`src/rtl/fifo_async_rd_packer_if.sv`:
```
// rtl/fifo_async_rd_packer_if.sv - FIFO pop port, flush control and packed beat stream of the read-side packer
interface fifo_async_rd_packer_if #(
    parameter int W = 32,
    parameter int K = 4
);
    logic             fifo_empty_r;
    logic [W-1:0]     fifo_pop_data;
    logic             fifo_pop;
    logic             flush;
    logic             out_ready;
    logic             out_valid_r;
    logic [W*K-1:0]   out_data_r;
    logic [K-1:0]     out_mask_r;
    logic             flush_done_r;
    logic             busy;

    // Environment side: owns the FIFO head, flush request and downstream ready
    modport master (
        output fifo_empty_r, fifo_pop_data, flush, out_ready,
        input  fifo_pop, out_valid_r, out_data_r, out_mask_r, flush_done_r, busy
    );

    // Packer side
    modport slave (
        input  fifo_empty_r, fifo_pop_data, flush, out_ready,
        output fifo_pop, out_valid_r, out_data_r, out_mask_r, flush_done_r, busy
    );
endinterface

```
`src/rtl/fifo_async_rd_packer.sv`:
```
// rtl/fifo_async_rd_packer.sv - packs K FIFO words per output beat with flush-driven partial beats
module fifo_async_rd_packer #(
    parameter int W     = 32,
    parameter int K     = 4,
    parameter int CNT_W = $clog2(K + 1)
) (
    input  logic                  clk,
    input  logic                  rst_n,
    fifo_async_rd_packer_if.slave bus
);
    typedef enum logic {
        IDLE = 1'b0,
        PEND = 1'b1
    } flush_state_t;

    localparam logic [CNT_W-1:0] CNT_K    = CNT_W'(K);
    localparam logic [CNT_W-1:0] CNT_KM1  = CNT_W'(K - 1);
    localparam logic [K-1:0]     MASK_ALL = {K{1'b1}};

    flush_state_t       state_r;
    flush_state_t       state_nxt;
    logic [CNT_W-1:0]   acc_cnt_r;
    logic [CNT_W-1:0]   acc_cnt_nxt;
    logic [W-1:0]       acc_r [K];

    logic               out_valid_r;
    logic [W*K-1:0]     out_data_r;
    logic [K-1:0]       out_mask_r;
    logic               flush_done_r;

    logic               flush_pend_r;
    logic               can_load;
    logic               fpend;
    logic               pop;
    logic               load;
    logic               wr_en;
    logic [CNT_W-1:0]   wr_lane;
    logic               done_nxt;
    logic [W*K-1:0]     acc_flat;
    logic [K-1:0]       cnt_mask;
    logic [W*K-1:0]     load_data;
    logic [K-1:0]       load_mask;

    assign flush_pend_r = (state_r == PEND);
    assign can_load     = ~out_valid_r | bus.out_ready;
    assign fpend        = bus.flush | flush_pend_r;
    // Gated by rst_n so the FIFO never sees a pop while the packer is held in reset
    assign pop          = rst_n & ~bus.fifo_empty_r & ~fpend
                        & ((acc_cnt_r < CNT_K) | can_load);

    // Flatten the accumulator; lanes at or above the fill count read as zero
    always_comb begin
        acc_flat = '0;
        cnt_mask = '0;
        for (int i = 0; i < K; i++) begin
            if (CNT_W'(i) < acc_cnt_r) begin
                acc_flat[i*W +: W] = acc_r[i];
                cnt_mask[i]        = 1'b1;
            end
        end
    end

    // Flush FSM next state plus accumulator/output load decisions
    always_comb begin
        state_nxt   = state_r;
        acc_cnt_nxt = acc_cnt_r;
        load        = 1'b0;
        load_data   = acc_flat;
        load_mask   = cnt_mask;
        wr_en       = 1'b0;
        wr_lane     = acc_cnt_r;
        done_nxt    = 1'b0;

        case (state_r)
            IDLE: begin
                if (bus.flush) begin
                    state_nxt = PEND;
                end
            end
            PEND: begin
                if (acc_cnt_r == '0) begin
                    state_nxt = IDLE;
                    done_nxt  = 1'b1;
                end else if (can_load) begin
                    load        = 1'b1;
                    acc_cnt_nxt = '0;
                    state_nxt   = IDLE;
                    done_nxt    = 1'b1;
                end
            end
            default: state_nxt = IDLE;
        endcase

        // A full accumulator parked behind a stalled output drains as soon as the output frees up
        if (acc_cnt_r == CNT_K && can_load) begin
            load        = 1'b1;
            acc_cnt_nxt = '0;
        end

        if (pop) begin
            if (acc_cnt_r == CNT_K) begin
                // Accumulator unloads this cycle, so the new word starts the next beat
                wr_en       = 1'b1;
                wr_lane     = '0;
                acc_cnt_nxt = CNT_W'(1);
            end else if (acc_cnt_r == CNT_KM1 && can_load) begin
                // Final word bypasses the accumulator straight into the output register
                load                        = 1'b1;
                load_data[(K-1)*W +: W]     = bus.fifo_pop_data;
                load_mask                   = MASK_ALL;
                acc_cnt_nxt                 = '0;
            end else begin
                wr_en       = 1'b1;
                acc_cnt_nxt = acc_cnt_r + 1'b1;
            end
        end
    end

    // Flush FSM state register
    always_ff @(posedge clk or negedge rst_n) begin
        if (!rst_n) begin
            state_r <= IDLE;
        end else begin
            state_r <= state_nxt;
        end
    end

    // Accumulator lanes and fill count
    always_ff @(posedge clk or negedge rst_n) begin
        if (!rst_n) begin
            acc_cnt_r <= '0;
            for (int i = 0; i < K; i++) begin
                acc_r[i] <= '0;
            end
        end else begin
            acc_cnt_r <= acc_cnt_nxt;
            for (int i = 0; i < K; i++) begin
                if (wr_en && wr_lane == CNT_W'(i)) begin
                    acc_r[i] <= bus.fifo_pop_data;
                end
            end
        end
    end

    // Output beat register; data and mask only change on a load so they hold under backpressure
    always_ff @(posedge clk or negedge rst_n) begin
        if (!rst_n) begin
            out_valid_r  <= 1'b0;
            out_data_r   <= '0;
            out_mask_r   <= '0;
            flush_done_r <= 1'b0;
        end else begin
            flush_done_r <= done_nxt;
            if (load) begin
                out_valid_r <= 1'b1;
                out_data_r  <= load_data;
                out_mask_r  <= load_mask;
            end else if (bus.out_ready) begin
                out_valid_r <= 1'b0;
            end
        end
    end

    assign bus.fifo_pop     = pop;
    assign bus.out_valid_r  = out_valid_r;
    assign bus.out_data_r   = out_data_r;
    assign bus.out_mask_r   = out_mask_r;
    assign bus.flush_done_r = flush_done_r;
    assign bus.busy         = (acc_cnt_r != '0) | out_valid_r | flush_pend_r;
endmodule

```
`src/flat_wrapper.sv`:
```
// flat-port wrapper written by rule: the top's interface ports become plain ports
module fifo_async_rd_packer_flat 
#(
    parameter int W     = 32,
    parameter int K     = 4,
    parameter int CNT_W = $clog2(K + 1)
)
  (clk, rst_n, bus_fifo_empty_r, bus_fifo_pop_data, bus_flush, bus_out_ready, bus_fifo_pop, bus_out_valid_r, bus_out_data_r, bus_out_mask_r, bus_flush_done_r, bus_busy);
  fifo_async_rd_packer_if #(.W(W), .K(K)) bus_i ();
  input  logic clk;
  input  logic rst_n;
  input wire logic [$bits(bus_i.fifo_empty_r)-1:0] bus_fifo_empty_r;
  input wire logic [$bits(bus_i.fifo_pop_data)-1:0] bus_fifo_pop_data;
  input wire logic [$bits(bus_i.flush)-1:0] bus_flush;
  input wire logic [$bits(bus_i.out_ready)-1:0] bus_out_ready;
  output wire logic [$bits(bus_i.fifo_pop)-1:0] bus_fifo_pop;
  output wire logic [$bits(bus_i.out_valid_r)-1:0] bus_out_valid_r;
  output wire logic [$bits(bus_i.out_data_r)-1:0] bus_out_data_r;
  output wire logic [$bits(bus_i.out_mask_r)-1:0] bus_out_mask_r;
  output wire logic [$bits(bus_i.flush_done_r)-1:0] bus_flush_done_r;
  output wire logic [$bits(bus_i.busy)-1:0] bus_busy;
  assign bus_i.fifo_empty_r = bus_fifo_empty_r;
  assign bus_i.fifo_pop_data = bus_fifo_pop_data;
  assign bus_i.flush = bus_flush;
  assign bus_i.out_ready = bus_out_ready;
  assign bus_fifo_pop = bus_i.fifo_pop;
  assign bus_out_valid_r = bus_i.out_valid_r;
  assign bus_out_data_r = bus_i.out_data_r;
  assign bus_out_mask_r = bus_i.out_mask_r;
  assign bus_flush_done_r = bus_i.flush_done_r;
  assign bus_busy = bus_i.busy;
  fifo_async_rd_packer #(.W(W), .K(K), .CNT_W(CNT_W)) u_core (.clk(clk), .rst_n(rst_n), .bus(bus_i));
endmodule
```
`config.mk`:
```
export PLATFORM = sky130hd
export DESIGN_NAME = fifo_async_rd_packer_flat
export DESIGN_NICKNAME = d
export VERILOG_FILES = /design/src/rtl/fifo_async_rd_packer_if.sv /design/src/rtl/fifo_async_rd_packer.sv /design/src/flat_wrapper.sv
export SDC_FILE = /design/constraint.sdc
export NUM_CORES = 1
export LEC_CHECK = 0
export CORE_MARGIN = 2
export CORE_UTILIZATION = 35
export CTS_BUF_LIST = sky130_fd_sc_hd__clkbuf_2
export CTS_CLUSTER_DIAMETER = 50
export DETAILED_ROUTE_END_ITERATION = 10
export PLACE_DENSITY = 0.61
export SLEW_MARGIN = 20
export SYNTH_ARGS = -nofsm -noshare
export SYNTH_HDL_FRONTEND = slang
export SYNTH_SLANG_ARGS = --single-unit
```
`constraint.sdc`:
```
create_clock -name clk -period 2.75 [get_ports clk]
set_input_delay 0.275 -clock clk [delete_from_list [all_inputs] [get_ports clk]]
set_output_delay 0.275 -clock clk [all_outputs]
set_load 0.02 [all_outputs]
```
==> impl_metrics.ini, run 1 <==
[layout]
multi_input_area_um2 = 3410
final_cells = 1378
final-seq-area_um2 = 6660
stdcell_area_um2 = 13320
syn_to_final_growth_pct = 28.15
final_nets = 989
fill_cells = 2796
drive_gt1_frac = 0.2786

[sta]
hold_viol = 0
hold_slack_ns = 0.1539
fin_skew_ns = 0.1061
max_freq_ghz = 0.3940
slew_headroom = 0.4071
fin_crit_ns = 2.538
drv_slew = 0
grt_setup_unrepaired = false
worst_pin_slew_ns = 0.8894
setup_violations = 0
min_period_over_period = 0.9230
fin_tns_setup_ns = 0

[clocking]
clk_latency_ns = 0.84
root_buffer = clkbuf_2
cts.path.max_buffers = 3
cts.clk_slew.worst_paths_ns = 0.09
cts_tree = done
postCtsSetupRepairBufs = 0
h-tree-depth = 3
clkSinkCount = 266
cts_buffers = 70

[yosys]
syn_area_per_cell_um2 = 14.32
yosysWarnings = 0
ys_seq_elements = 266
netlist_instances = 726
synth.distinct_cells = 37
syn_nets = 767
ys_seq_area_frac = 0.6403
syn_area_um2 = 10400

[place]
place_congestion = 0.7315
dpl_cell_area_um2 = 12680
portBuffers = 172
place_inst = 1262
dp_hpwl_mm = 15.50

[run]
maxCapViolations = 0

[worst_setup_path]
required_ns = 2.48
end_kind = primary output
crit_end = bus_busy
startpoint_type = flop
crit_start = u_core.acc_cnt_r[1]$_DFFE_PN0P_
r2r-start = u_core.flush_pend_r$_DFF_PN0_
ff2ff_path_depth = 5
r2r_slack_ns = 0.51
critPathMaxFanout = 10
crit_arrival_ns = 2.26
rr_endpoint = u_core.bus.out_data_r[81]$_DFFE_PN0P_
critPathKind = flop to primary output

[pwr]
irDropWorstVdd_uv = 517.9
power_uw = 12760
p_leak_uw = 0.006626
power.density_nw_per_um2 = 958.1

[routing]
route.vias.total = 6714
viasPerCell = 4.872
drt_iter0_drc = 285
first_pass_iters = 6
routed_wl_mm = 25.01
drc = 0
antenna_left = 0
detail_route.wl_per_cell_um = 18.15

[grt]
grt_pass1_vias = 7190
grt_overflow = 0
antenna_found_initial = 1
grt.total_usage = 0.1672
grt_pass1_wl_mm = 40.28
grt_max_degree = 197

[floorplanning]
die_h_um = 176.3
fp-row-count = 63
io_pins = 173
start_util = 0.3526
core_um2 = 29480
dieArea_um2 = 31100
die_w_um = 176.3

[hold_path]
hold_class = input port to flop

[run_status]
status = finished clean
cells by family after synthesis:
kind of cell / Yosys count / share of synthesized area
fa+ha+maj: 4 / 0.004814
simple gates: 61 / 0.02792
mux: 162 / 0.1716
flops: 266 / 0.6403
compound gates: 148 / 0.1196
buf+inv: 85 / 0.03574
power by group:
group | switching (µW) | leakage [µW] | internal [µW] | total, µW
Clock | 1570 | 0.000449 | 974 | 2540
Sequential | 727 | 0.00356 | 5150 | 5880
Combinational | 2170 | 0.00262 | 2170 | 4350
Total | 4470 | 0.00663 | 8300 | 12800
flip-flops by register name, summed over array words and instances, names as in the netlist:
name                     flops
u_core.acc_cnt_r             3
u_core.bus.out_data_r      128
u_core.bus.out_mask_r        4
u_core.flush_pend_r          1
u_core.bus.out_valid_r       1
u_core.bus.flush_done_r      1
u_core.acc_r               128
routing by layer:
| layer | global-route usage | part of all wire | vias up |
|---|---|---|---|
| met1 | 0.2229 | 0.44 | 3427 |
| li1 | - | - | 3070 |
| met2 | 0.2623 | 0.48 | 182 |
| met3 | 0.05146 | 0.067 | 35 |
| met4 | 0.05200 | 0.012 | 0 |
| met5 | 0 | 0 | - |
how the worst min path moves through the flow:
stage	startpoint	cells after the start	slack, ns	to
floorplan	rst_n	0	-0.02	u_core.acc_cnt_r[0]$_DFFE_PN0P_
detailed placement	u_core.bus.out_data_r[118]$_DFFE_PN0P_	1	0.47	u_core.bus.out_data_r[118]$_DFFE_PN0P_
CTS	bus_fifo_pop_data[29]	2	0.04	u_core.acc_r[125]$_DFFE_PN0P_
global route	bus_fifo_pop_data[29]	2	0.05	u_core.acc_r[29]$_DFFE_PN0P_
finish	bus_flush	3	0.15	u_core.flush_pend_r$_DFF_PN0_
global placement	u_core.bus.out_data_r[118]$_DFFE_PN0P_	1	0.46	u_core.bus.out_data_r[118]$_DFFE_PN0P_
cells in the final DEF, fill, tap and decap left out, types with 2 or more instances in the layout:
cell | netlist | routed
dfrtp_1 | 266 | 263
clkdlybuf4s50_1 | 0 | 169
mux2_2 | 129 | 129
clkbuf_2 | 0 | 100
a22o_1 | 97 | 97
nand2_1 | 38 | 37
inv_1 | 36 | 35
a21o_1 | 35 | 35
mux2i_1 | 32 | 32
buf_4 | 1 | 16
buf_12 | 0 | 7
nand2b_1 | 5 | 5
nor2_1 | 5 | 5
clkinv_1 | 0 | 5
ha_1 | 4 | 4
clkinv_4 | 0 | 4
o21ai_0 | 3 | 3
nand3_1 | 3 | 3
dfrtp_2 | 0 | 3
inv_2 | 0 | 2
o211ai_1 | 2 | 2
a2111oi_4 | 0 | 2
inv_6 | 0 | 2
dlygate4sd3_1 | 0 | 2
buf_16 | 0 | 2
synth_stat cells (all sizes together):
master	number	area share
dfrtp	266	0.64
mux2	130	0.14
a22o	97	0.082
nand2	38	0.014
inv	36	0.013
a21o	35	0.025
mux2i	32	0.031
buf	28	0.015
clkbuf	21	0.0076
nand2b	5	0.0030
nor2	5	0.0018
ha	4	0.0048
nand3	3	0.0014
o21ai	3	0.0014
a2111oi	2	0.0029
nor2b	2	0.0012
nor3	2	0.00096
o211ai	2	0.0014
a211o	1	0.00084
a21boi	1	0.00072
a21oi	1	0.00048
a311o	1	0.00096
a31o	1	0.00084
nor3b	1	0.00072
nor4	1	0.0020
nor4b	1	0.00084
o211a	1	0.00096
o21a	1	0.00072
o22ai	1	0.00060
o31ai	1	0.00072
or2	1	0.00060
or3	1	0.00060
or4b	1	0.00096
timing repair:
item,in CTS,in global routing
hold buffers,1,2
resized for setup,5,4
endpoints found under the setup margin,2,2
endpoints found under the hold margin,195,50
metrics by stage:
stage | util | worst slack, ns
final | 0.4519 | 0.2117
after CTS | 0.4497 | 0.02357
after global placement | 0.4300 | 0.1291
after detailed placement | 0.4300 | 0.1020
after global routing | 0.4519 | 0.01169
after floorplan | - | 0.4438
layout make-up:
cell class / instances / area share
inverter: 36 / 0.01014
clock buffer: 99 / 0.03719
multi-input combinational: 375 / 0.2559
antenna: 1 / 0.0001878
sequential: 266 / 0.4999
timing repair buffer: 199 / 0.1544
tap: 390 / 0.03663
clock inverter: 12 / 0.005635
worst max-delay path, cell delays in order (launching register included):
cell,delay [ns]
dfrtp_2,0.49
inv_2,0.10
ha_1,0.17
nand2b_1,0.12
or3_1,0.33
clkdlybuf4s15_1,0.29
Power figures use the tool's default switching activity.
==> run 2: changes to the inputs <==
==> constraint.sdc (replaced) <==
create_clock -name clk -period 2.8 [get_ports clk]
set_input_delay 0.28 -clock clk [delete_from_list [all_inputs] [get_ports clk]]
set_output_delay 0.28 -clock clk [all_outputs]
set_load 0.02 [all_outputs]
==> impl_metrics.ini, run 2 (same netlist as run 1, synthesis figures left out) <==
[grt]
grt_max_degree = 144
antenna_found_initial = 1
grt_pass1_wl_mm = 39.88
grt_pass1_vias = 7161
grt_overflow = 0
grt.total_usage = 0.1653

[routing]
route.vias.total = 6767
drc = 0
detail_route.wl_per_cell_um = 18.06
routed_wl_mm = 25.14
first_pass_iters = 4
drt_iter0_drc = 298
viasPerCell = 4.861
antenna_left = 0

[sta]
max_freq_ghz = 0.3749
setup_violations = 0
min_period_over_period = 0.9527
worst_slack_ns = 0.1325
fin_crit_ns = 2.667
drv_slew = 0
fin_skew_ns = 0.07142
hold_slack_ns = 0.1695
hold_viol = 0
slew_headroom = 0.3583
worst_pin_slew_ns = 0.9625

[worst_setup_path]
cp_slowest_cell = dfrtp_2
worst_path_dominant_cell_family = simple AND/OR/NAND/NOR gates
cp_slowest_stage_delay_ns = 0.46
startpoint_type = flop
crit_arrival_ns = 2.39
rr_endpoint = u_core.bus.out_mask_r[1]$_DFFE_PN0P_
r2r_slack_ns = 0.52
path_cells = inv_1, ha_1, nand2b_1, or3_1, dlygate4sd2_1
critPathKind = flop to primary output
end_kind = primary output
crit_buf_inv = 2
r2r-start = u_core.flush_pend_r$_DFF_PN0_
ff2ff_path_depth = 5
critPathMaxFanout = 6
required_ns = 2.52

[place]
place_congestion = 0.7612
portBuffers = 172
dpl_worst_slack_ns = 0.07540
dp_hpwl_mm = 15.55
place_inst = 1261

[clocking]
h-tree-depth = 3
cts_buffers = 71
cts_tree = done
clk_latency_ns = 0.85
cts.path.max_buffers = 3
cts.clk_slew.worst_paths_ns = 0.10
root_buffer = clkbuf_2
clkSinkCount = 266

[floorplanning]
core_um2 = 29480
dieArea_um2 = 31100
io_pins = 173
fp-row-count = 63
start_util = 0.3526
die_h_um = 176.3
die_w_um = 176.3

[hold_path]
min_path_cells = 2
hold_class = input port to flop
hold_end = u_core.acc_r[93]$_DFFE_PN0P_
worstHoldStart = bus_fifo_pop_data[29]

[layout]
final_nets = 993
drive_gt1_frac = 0.2877
syn_to_final_growth_pct = 28.88
final_util = 0.4545
fill_cells = 2753
most-common-layout-cells = dfrtp_1 (263), clkdlybuf4s50_1 (169), mux2_2 (129)
multi_input_area_um2 = 3413
layout_commonest_cell = dfrtp_1
reg_top3 = u_core.acc_r: 128 flops, u_core.bus.out_data_r: 128 flops, u_core.bus.out_mask_r: 4 flops
final-seq-area_um2 = 6660
final_cells = 1392

[pwr]
power_uw = 12900
irDropWorstVdd_uv = 434.3
p_leak_uw = 0.006685
power.density_nw_per_um2 = 962.4

[run_status]
status = finished clean

[run]
maxCapViolations = 0
-- run 2: changes by cell type in the layout (fill, tap and decap cells not counted), sizes merged, moves of 2 or more --
cell | previous run | this run
clkbuf | 100 | 107
clkinv | 9 | 11
buf | 26 | 29
bufinv | 0 | 2
-- run 2: area by class of cell --
type                       instances  share of cell area
clock buffer                     106             0.03959
clock inverter                    16             0.01074
tap                              390             0.03642
timing repair buffer             202              0.1512
antenna                            1           0.0001868
multi-input combinational        375              0.2547
sequential                       266              0.4971
inverter                          36             0.01009
-- run 2: where the power goes --
group	switching (µW)	internal, µW
clock network	1610	1210
logic	2160	2160
registers	698	5060
-- run 2: routing by layer --
metal  routed length [µm]  GRT usage  vias up  share of wire
met1                11240     0.2141     3456           0.45
met2                12080     0.2675      187           0.48
met5                    0          0        -              0
met4                  316    0.05475        0          0.013
met3                 1501    0.04759       28          0.060
li1                     -          -     3096              -
-- run 2: worst max path at each step --
stage / start / to / slack, ns / depth (start not counted)
floorplan: u_core.bus.out_valid_r$_DFFE_PN0P_ / u_core.acc_r[10]$_DFFE_PN0P_ / 0.49 / 6
global placement: bus_flush / u_core.bus.out_mask_r[1]$_DFFE_PN0P_ / 0.11 / 6
detailed placement: bus_flush / u_core.bus.out_mask_r[1]$_DFFE_PN0P_ / 0.08 / 6
CTS: u_core.flush_pend_r$_DFF_PN0_ / bus_fifo_pop / 0.01 / 4
global route: u_core.acc_cnt_r[1]$_DFFE_PN0P_ / bus_busy / -0.03 / 5
finish: u_core.acc_cnt_r[1]$_DFFE_PN0P_ / bus_busy / 0.13 / 5
-- run 2: through the flow --
step           cell area, µm²  setup TNS, ns
3_5_place_dp            12660              0
5_1_grt                 13400       -0.03308
2_1_floorplan           10400              0
6_report                13400              0
4_1_cts                 13350              0
3_3_place_gp            12660              0
-- run 2: timing repair --
item                                    CTS  global route
endpoints found under the setup margin    2             2
hold endpoints to repair                 77             0
setup buffers                             0             6
hold buffers                              2             0
resized for setup                         5             3
